$ cat config.mk
export PLATFORM = sky130hd
export DESIGN_NAME = hpu_vram_arbiter
export DESIGN_NICKNAME = d
export VERILOG_FILES = /design/src/rtl/hpu_vram_arbiter.sv
export SDC_FILE = /design/constraint.sdc
export NUM_CORES = 1
export LEC_CHECK = 0
export BUFFER_PORTS_ARGS = -buffer_cell sky130_fd_sc_hd__buf_2
export CORE_ASPECT_RATIO = 0.7
export CORE_UTILIZATION = 35
export CTS_CLUSTER_SIZE = 12
export DETAILED_ROUTE_END_ITERATION = 8
export PLACE_DENSITY_LB_ADDON = 0.05
export SYNTH_ARGS = -nofsm -noshare
export SYNTH_HDL_FRONTEND = slang
export SYNTH_SLANG_ARGS = --single-unit
$ cat constraint.sdc
create_clock -name clk -period 1.6 [get_ports clk]
set_clock_uncertainty 0.15 [all_clocks]
set_input_delay 0.16 -clock clk [delete_from_list [all_inputs] [get_ports clk]]
set_output_delay 0.16 -clock clk [all_outputs]
set_load 0.01 [all_outputs]
$ cat src/rtl/hpu_vram_arbiter.sv
// hpu_vram_arbiter
// Shares the single VRAM port between the tile fetcher and the CPU access
// port, one access per clock. During active display tile fetches win, but a
// starvation counter hands the CPU one slot after CPU_STARVE_MAX consecutive
// denied cycles. Read data is routed back to the requester that issued the
// read, using an owner tag pipeline matched to the VRAM read latency.
//
// Ports:
//   clk, reset          clock, asynchronous active-low reset
//   active_display      raster inside visible area (tile priority)
//   tile_req/addr       tile fetch read request; tile_gnt accepts it (comb)
//   tile_rvalid/rdata   tile read return
//   cpu_req/we/addr/wdata  CPU access request; cpu_gnt accepts it (comb)
//   cpu_rvalid/rdata    CPU read return
//   mem_addr/en/we/wdata   registered VRAM command
//   mem_rdata           VRAM read data, valid RD_LAT cycles after the command
//   cpu_starved         starvation counter is saturated (registered)
module hpu_vram_arbiter #(
  parameter int ADDR_W         = 16,
  parameter int DATA_W         = 8,
  parameter int RD_LAT         = 1,
  parameter int CPU_STARVE_MAX = 8
) (
  input  logic              clk,
  input  logic              reset,
  input  logic              active_display,
  input  logic              tile_req,
  input  logic [ADDR_W-1:0] tile_addr,
  output logic              tile_gnt,
  output logic              tile_rvalid,
  output logic [DATA_W-1:0] tile_rdata,
  input  logic              cpu_req,
  input  logic              cpu_we,
  input  logic [ADDR_W-1:0] cpu_addr,
  input  logic [DATA_W-1:0] cpu_wdata,
  output logic              cpu_gnt,
  output logic              cpu_rvalid,
  output logic [DATA_W-1:0] cpu_rdata,
  output logic [ADDR_W-1:0] mem_addr,
  output logic              mem_en,
  output logic              mem_we,
  output logic [DATA_W-1:0] mem_wdata,
  input  logic [DATA_W-1:0] mem_rdata,
  output logic              cpu_starved
);

  localparam int              CNT_W      = 8;
  localparam logic [CNT_W-1:0] STARVE_MAX = CNT_W'(CPU_STARVE_MAX);

  logic [CNT_W-1:0]  starve_cnt_q, starve_cnt_d;
  logic              cpu_starved_q, cpu_starved_d;
  logic [ADDR_W-1:0] mem_addr_q, mem_addr_d;
  logic              mem_en_q, mem_en_d;
  logic              mem_we_q, mem_we_d;
  logic [DATA_W-1:0] mem_wdata_q, mem_wdata_d;
  // Bit k set: the read issued k+1 cycles ago belongs to that requester.
  logic [RD_LAT:0]   own_tile_q, own_tile_d;
  logic [RD_LAT:0]   own_cpu_q, own_cpu_d;
  logic              cpu_win;

  // Arbitration: CPU wins when alone, outside display, or when starved.
  always_comb begin
    cpu_win = 1'b0;
    if (cpu_req) begin
      if (!tile_req || !active_display || (starve_cnt_q == STARVE_MAX)) begin
        cpu_win = 1'b1;
      end else begin
        cpu_win = 1'b0;
      end
    end else begin
      cpu_win = 1'b0;
    end
    cpu_gnt  = cpu_win;
    tile_gnt = tile_req & ~cpu_win;
  end

  // Starvation counter: counts consecutive denied CPU cycles, saturating.
  always_comb begin
    starve_cnt_d = starve_cnt_q;
    if (!cpu_req || cpu_gnt) begin
      starve_cnt_d = {CNT_W{1'b0}};
    end else if (starve_cnt_q == STARVE_MAX) begin
      starve_cnt_d = starve_cnt_q;
    end else begin
      starve_cnt_d = starve_cnt_q + 8'd1;
    end
    // Registered flag tracks the counter value it will be compared against.
    cpu_starved_d = (starve_cnt_d == STARVE_MAX);
  end

  // Issue: capture the winner's command; address/data hold when idle.
  always_comb begin
    mem_addr_d  = mem_addr_q;
    mem_wdata_d = mem_wdata_q;
    mem_en_d    = 1'b0;
    mem_we_d    = 1'b0;
    if (tile_gnt) begin
      mem_addr_d = tile_addr;
      mem_en_d   = 1'b1;
      mem_we_d   = 1'b0;
    end else if (cpu_gnt) begin
      mem_addr_d  = cpu_addr;
      mem_wdata_d = cpu_wdata;
      mem_en_d    = 1'b1;
      mem_we_d    = cpu_we;
    end else begin
      mem_en_d = 1'b0;
      mem_we_d = 1'b0;
    end
  end

  // Owner tag shift: writes and idle slots carry no tag.
  always_comb begin
    own_tile_d = {own_tile_q[RD_LAT-1:0], tile_gnt};
    own_cpu_d  = {own_cpu_q[RD_LAT-1:0], cpu_gnt & ~cpu_we};
  end

  // State registers.
  always_ff @(posedge clk or negedge reset) begin
    if (!reset) begin
      starve_cnt_q  <= {CNT_W{1'b0}};
      cpu_starved_q <= 1'b0;
      mem_addr_q    <= {ADDR_W{1'b0}};
      mem_en_q      <= 1'b0;
      mem_we_q      <= 1'b0;
      mem_wdata_q   <= {DATA_W{1'b0}};
      own_tile_q    <= {(RD_LAT+1){1'b0}};
      own_cpu_q     <= {(RD_LAT+1){1'b0}};
    end else begin
      starve_cnt_q  <= starve_cnt_d;
      cpu_starved_q <= cpu_starved_d;
      mem_addr_q    <= mem_addr_d;
      mem_en_q      <= mem_en_d;
      mem_we_q      <= mem_we_d;
      mem_wdata_q   <= mem_wdata_d;
      own_tile_q    <= own_tile_d;
      own_cpu_q     <= own_cpu_d;
    end
  end

  // Read return: VRAM data passes straight through to the tagged owner.
  always_comb begin
    tile_rvalid = own_tile_q[RD_LAT];
    cpu_rvalid  = own_cpu_q[RD_LAT];
    tile_rdata  = tile_rvalid ? mem_rdata : {DATA_W{1'b0}};
    cpu_rdata   = cpu_rvalid ? mem_rdata : {DATA_W{1'b0}};
  end

  assign mem_addr    = mem_addr_q;
  assign mem_en      = mem_en_q;
  assign mem_we      = mem_we_q;
  assign mem_wdata   = mem_wdata_q;
  assign cpu_starved = cpu_starved_q;

endmodule

; After elaboration in Yosys (flattened, before gate mapping)
; Index checks and enable logic that the tools add are counted.
[op_classes]
add_sub_neg = 1
eq_ne = 2
n_mux = 12
n_bitwise = 5
n_reduce_logical = 8
[op_table]
columns = op, count
row1 = $mux W16, 2
row2 = $mux W8, 4
row3 = $eq A8 B4 Y1 const B, 2
row4 = $add A8 B1 Y8 const B, 1
row5 = $mux W1, 6
row6 = $logic_not A1 Y1, 3
row7 = $logic_or A1 B1 Y1, 3
row8 = $not A1 Y1, 3
row9 = $and A1 B1 Y1, 2
row10 = $reduce_and A2 Y1, 1
row11 = $reduce_bool A2 Y1, 1
[word_totals]
register_bits = 39
input_bits = 54
elab_cells = 36

; Depth between registers and ports, before layout
[depth]
word_depth = 9
mapped_depth = 6
ltp_nobuf = 5

; Least setup slack after synthesis
; Ideal clock, no wire load.
[synth_path]
path_kind = flip-flop to flip-flop
startpoint = register starve_cnt_q[0]
endpoint = register mem_addr_q[0], in the netlist mem_addr[0]
setup_time_ns = 0.125
t_arrival_ns = 1.454
path_slack_ns = -0.129
stages_incl_launch_ff = 7
path_buffers = 1
cell_sequence = dfrtp_1 -> inv_1 -> ha_1 -> a41o_2 -> nand2_4 -> buf_6 -> mux2_2
[synth_between]
elab_chain_len = 7
word_cells_on_any_way = 8
[synth_rtl]
columns = element, line_no
row1 = start: declaration, 50  ; logic [CNT_W-1:0] starve_cnt_q, starve_cnt_d;
row2 = start signal: assignment, 121  ; starve_cnt_q <= {CNT_W{1'b0}};
row3 = start signal: assignment, 130  ; starve_cnt_q <= starve_cnt_d;
row4 = $eq A8 B4 Y1 *, 65  ; if (!tile_req || !active_display || (starve_cnt_q == STARVE_MAX)) begin
row5 = $logic_or A1 B1 Y1 *, 65
row6 = $mux W1 *, 65
row7 = $mux W1 *, 64  ; if (cpu_req) begin
row8 = $not A1 Y1, 74  ; tile_gnt = tile_req & ~cpu_win;
row9 = $and A1 B1 Y1, 74
row10 = $mux W16 / $reduce_bool A2 Y1 (equally long branches), --
row11 = end signal: assignment, 123  ; mem_addr_q <= {ADDR_W{1'b0}};
row12 = end signal: assignment, 132  ; mem_addr_q <= mem_addr_d;
row13 = end: declaration, 52  ; logic [ADDR_W-1:0] mem_addr_q, mem_addr_d;
; Mark *: on every way between the ends. The rest lies on a longest branch, timed or not.
; A chain may end at the register's enable or synchronous reset.

; Final worst setup path
[layout_path]
startpoint = register starve_cnt_q[2]
endpoint = output port tile_gnt
[layout_between]
elab_chain_len = 6
[layout_rtl]
columns = element, line_no
row1 = $eq A8 B4 Y1, 65
row2 = $logic_or A1 B1 Y1, 65
row3 = $mux W1, 65
row4 = $mux W1, 64
row5 = $not A1 Y1, 74
row6 = $and A1 B1 Y1, 74
row7 = end: declaration, 29  ; output logic tile_gnt,
; Every way passes these cells.

==> flow_summary.yaml <==
run_status:
  status: "finished with violations"
  violations: "setup timing"
die:
  initial_core_util_pct: 36.4
  row_count: 22
  die_y_um: 63.9
  io_pins: 101
  die_w_um: 90.4
  coreArea_um2: 5260
  die-area_um2: 5770
synthesis:
  synth.distinct_cells: 29
  syn_area_um2: 1910
  synthTopCellsByArea: "dfrtp_1, mux2_2, and2_1"
  synth_compound_area_share_pct: 2.09
  synth_area_per_cell_um2: 12.7
  synth_seq_area_share_pct: 51.0
  synth_nets: 207
  yosys-top-cells-count: "mux2_2, dfrtp_1, and2_1, nor2_1, inv_1"
  synth_mux_area_share_pct: 23.5
  synth-simple-area-share_pct: 15.2
  synth_top_area_share_pct: 51.0
  ys.flop_type: "dfrtp_1"
  yosysTopAreaCell: "dfrtp_1"
  async_flop_share_pct: 100
  synth-edff-count: 0
  synth_adder_area_share_pct: 1.31
  synth_xor_area_share_pct: 2.75
  postSynthCellCount: 151
  yosysMostFrequentCell: "mux2_2"
  yosysWarningCount: 0
  ys_ff_latch: 39
  synth_top_family_by_area: "multiplexers"
power:
  p_total_w: 0.00235
  p_per_area_nw_per_um2: 700
  ir_worst_vdd_uv: 506
  power.leakage_nw: 1.64
worst_setup_path:
  worstSetupPathType: "flop to output port"
  arrival_ns: 1.55
  worstPathRequired_ns: 1.29
  cp-start-kind: "flop"
  crit_fanout: 2
  endpoint_kind: "output port"
grt:
  top_usage_layer: "met2"
  grtUsageMet3_pct: 5.00
  track_usage_pct: 17.4
  grt_use_met1_pct: 23.3
  grt_pass1_wl_um: 7850
  grt_antenna_before_repair: 0
  grt_start_max_net_pins: 25
  met2_usage_pct: 27.8
  grt_pass1_vias: 1686
  gr-total-overflow: 0
worst_hold_path:
  hold_class: "input pin to flop"
timing:
  worstMarginPinSlew_ns: 0.407
  rsz0062_at_grt: "true"
  setup_ws_ns: -0.261
  finalSetupViolCount: 36
  fmax_mhz: 537
  hold_violations: 0
  relSlewSlack_pct: 72.9
  maxSlewViolCount: 0
  period_share_pct: 116
  fin_crit_ns: 1.86
clock_network:
  htree_levels: 2
  clkTransAtPathRegs_ns: 0.07
  cts_buffers: 5
  cts.sinks: 39
  clk_path_buf_depth: 2
  cts_tree: "yes"
  insertion_delay_ns: 0.28
  cts_root_buf: "clkbuf_8"
run:
  cap_violations: 0
route:
  wirelength_um: 5030
  drt_first_pass_iters: 4
  vias: 1656
  postRouteAntennaNets: 0
  drtIter0Drc: 43
  routed_via_density: 4.27
  avgRoutedWirePerCell_um: 13.0
  drc: 0
final_layout:
  nNetsFinal: 371
  finalInstanceArea_um2: 3350
  area_growth_pct: 75.0
  num_antenna_cells: 0
  drive_gt1_share_pct: 66.8
placed_design:
  place_congestion: 0.812
  placed_area_um2: 2680
  dp.final_hpwl_um: 3200
  io_buffer_count: 100
==> power breakdown <==
part	leakage [nW]	switching [W]	total (W)	internal, W
Combinational	1.12	0.000233	0.000603	0.000369
Clock	0.0422	0.000327	0.000633	0.000306
Sequential	0.479	0.0000399	0.00111	0.00107
Total	1.64	0.000600	0.00235	0.00175
==> path summary, 6_finish.rpt <==
check / startpoint / to / slack (ns) / depth (start not counted)
worst max register to register: starve_cnt_q[2]$_DFF_PN0_ / mem_addr[12]$_DFFE_PN0P_ / -0.25 / 7
min in group asynchronous: reset / mem_wdata[7]$_DFFE_PN0P_ / 0.20 / 2
worst min-delay path: cpu_req / mem_en$_DFF_PN0_ / 0.04 / 2
max in group asynchronous: reset / starve_cnt_q[2]$_DFF_PN0_ / 0.63 / 3
worst min register to register: own_tile_q[0]$_DFF_PN0_ / own_tile_q[1]$_DFF_PN0_ / 0.21 / 0
worst max-delay path: starve_cnt_q[2]$_DFF_PN0_ / tile_gnt / -0.26 / 6
==> final cells by class <==
class,instances,area [µm²]
flip-flops and latches,39,977
repair buffers,163,1170
fillers,419,1910
inverters,6,27.5
well taps,72,90.1
clock inverters,1,5.00
multi-input cells,100,1000
clock buffers,7,76.3
==> worst max-delay path: stages, from the launching register on <==
cell	delay, ns
dfrtp_2	0.43
nor2b_4	0.13
a41o_4	0.26
nand2_8	0.06
buf_12	0.12
and2_4	0.15
buf_6	0.11
==> flip-flops by register name, indices dropped and copies added (netlist names) <==
register,flops
mem_addr,16
own_tile_q,2
cpu_starved,1
mem_wdata,8
starve_cnt_q,8
own_cpu_q,2
mem_en,1
mem_we,1
==> cell usage in the layout, fill, tap and decap left out, types with 2 or more instances in the layout <==
cell type | synthesis | final
buf_2 | 0 | 98
dfrtp_1 | 39 | 38
mux2_2 | 40 | 29
dlygate4sd3_1 | 0 | 26
buf_4 | 1 | 24
and2_1 | 17 | 16
mux2_4 | 0 | 11
buf_6 | 4 | 7
buf_12 | 0 | 6
clkbuf_8 | 0 | 5
nor2_2 | 0 | 4
nor2_1 | 12 | 4
nor2_4 | 0 | 4
inv_1 | 6 | 3
nand2_1 | 3 | 3
xor2_1 | 3 | 3
or2_2 | 2 | 2
nand3_1 | 2 | 2
xnor2_1 | 3 | 2
inv_2 | 0 | 2
a211oi_1 | 2 | 2
ha_4 | 0 | 2
clkbuf_1 | 1 | 2
==> metal layers <==
metal	wire (µm)	up-vias
li1	-	845
met5	0	-
met3	240	5
met4	32	0
met1	2360	760
met2	2390	46
==> kinds of logic after synthesis <==
group	count (synthesis)
AOI/OAI and AO/OA	5
xor gates and xnor gates	6
adders and majority gates	2
buffers and inverters	12
DFF	39
muxes	40
and+or+nand+nor	47
==> stage by stage <==
stage	hold WS, ns	setup WS (ns)	utilization, %	cells	setup TNS [ns]
after floorplan	-0.286	-0.109	-	151	-1.80
after global placement	-0.0414	-0.171	50.9	338	-4.74
after detailed placement	-0.0334	-0.181	50.9	338	-4.53
after CTS	0.0237	-0.271	62.1	387	-5.44
after global routing	0.0351	-0.327	63.7	388	-7.21
final	0.0407	-0.261	63.7	388	-5.36
==> timing repair <==
item	CTS	global route
pin swaps	4	2
buffers inserted	16	1
endpoints found under the hold margin	65	0
hold buffers	26	0
gates resized for setup	35	17
endpoints found under the setup margin	35	36
cloned	0	1
(Power assumes the default switching activity.)
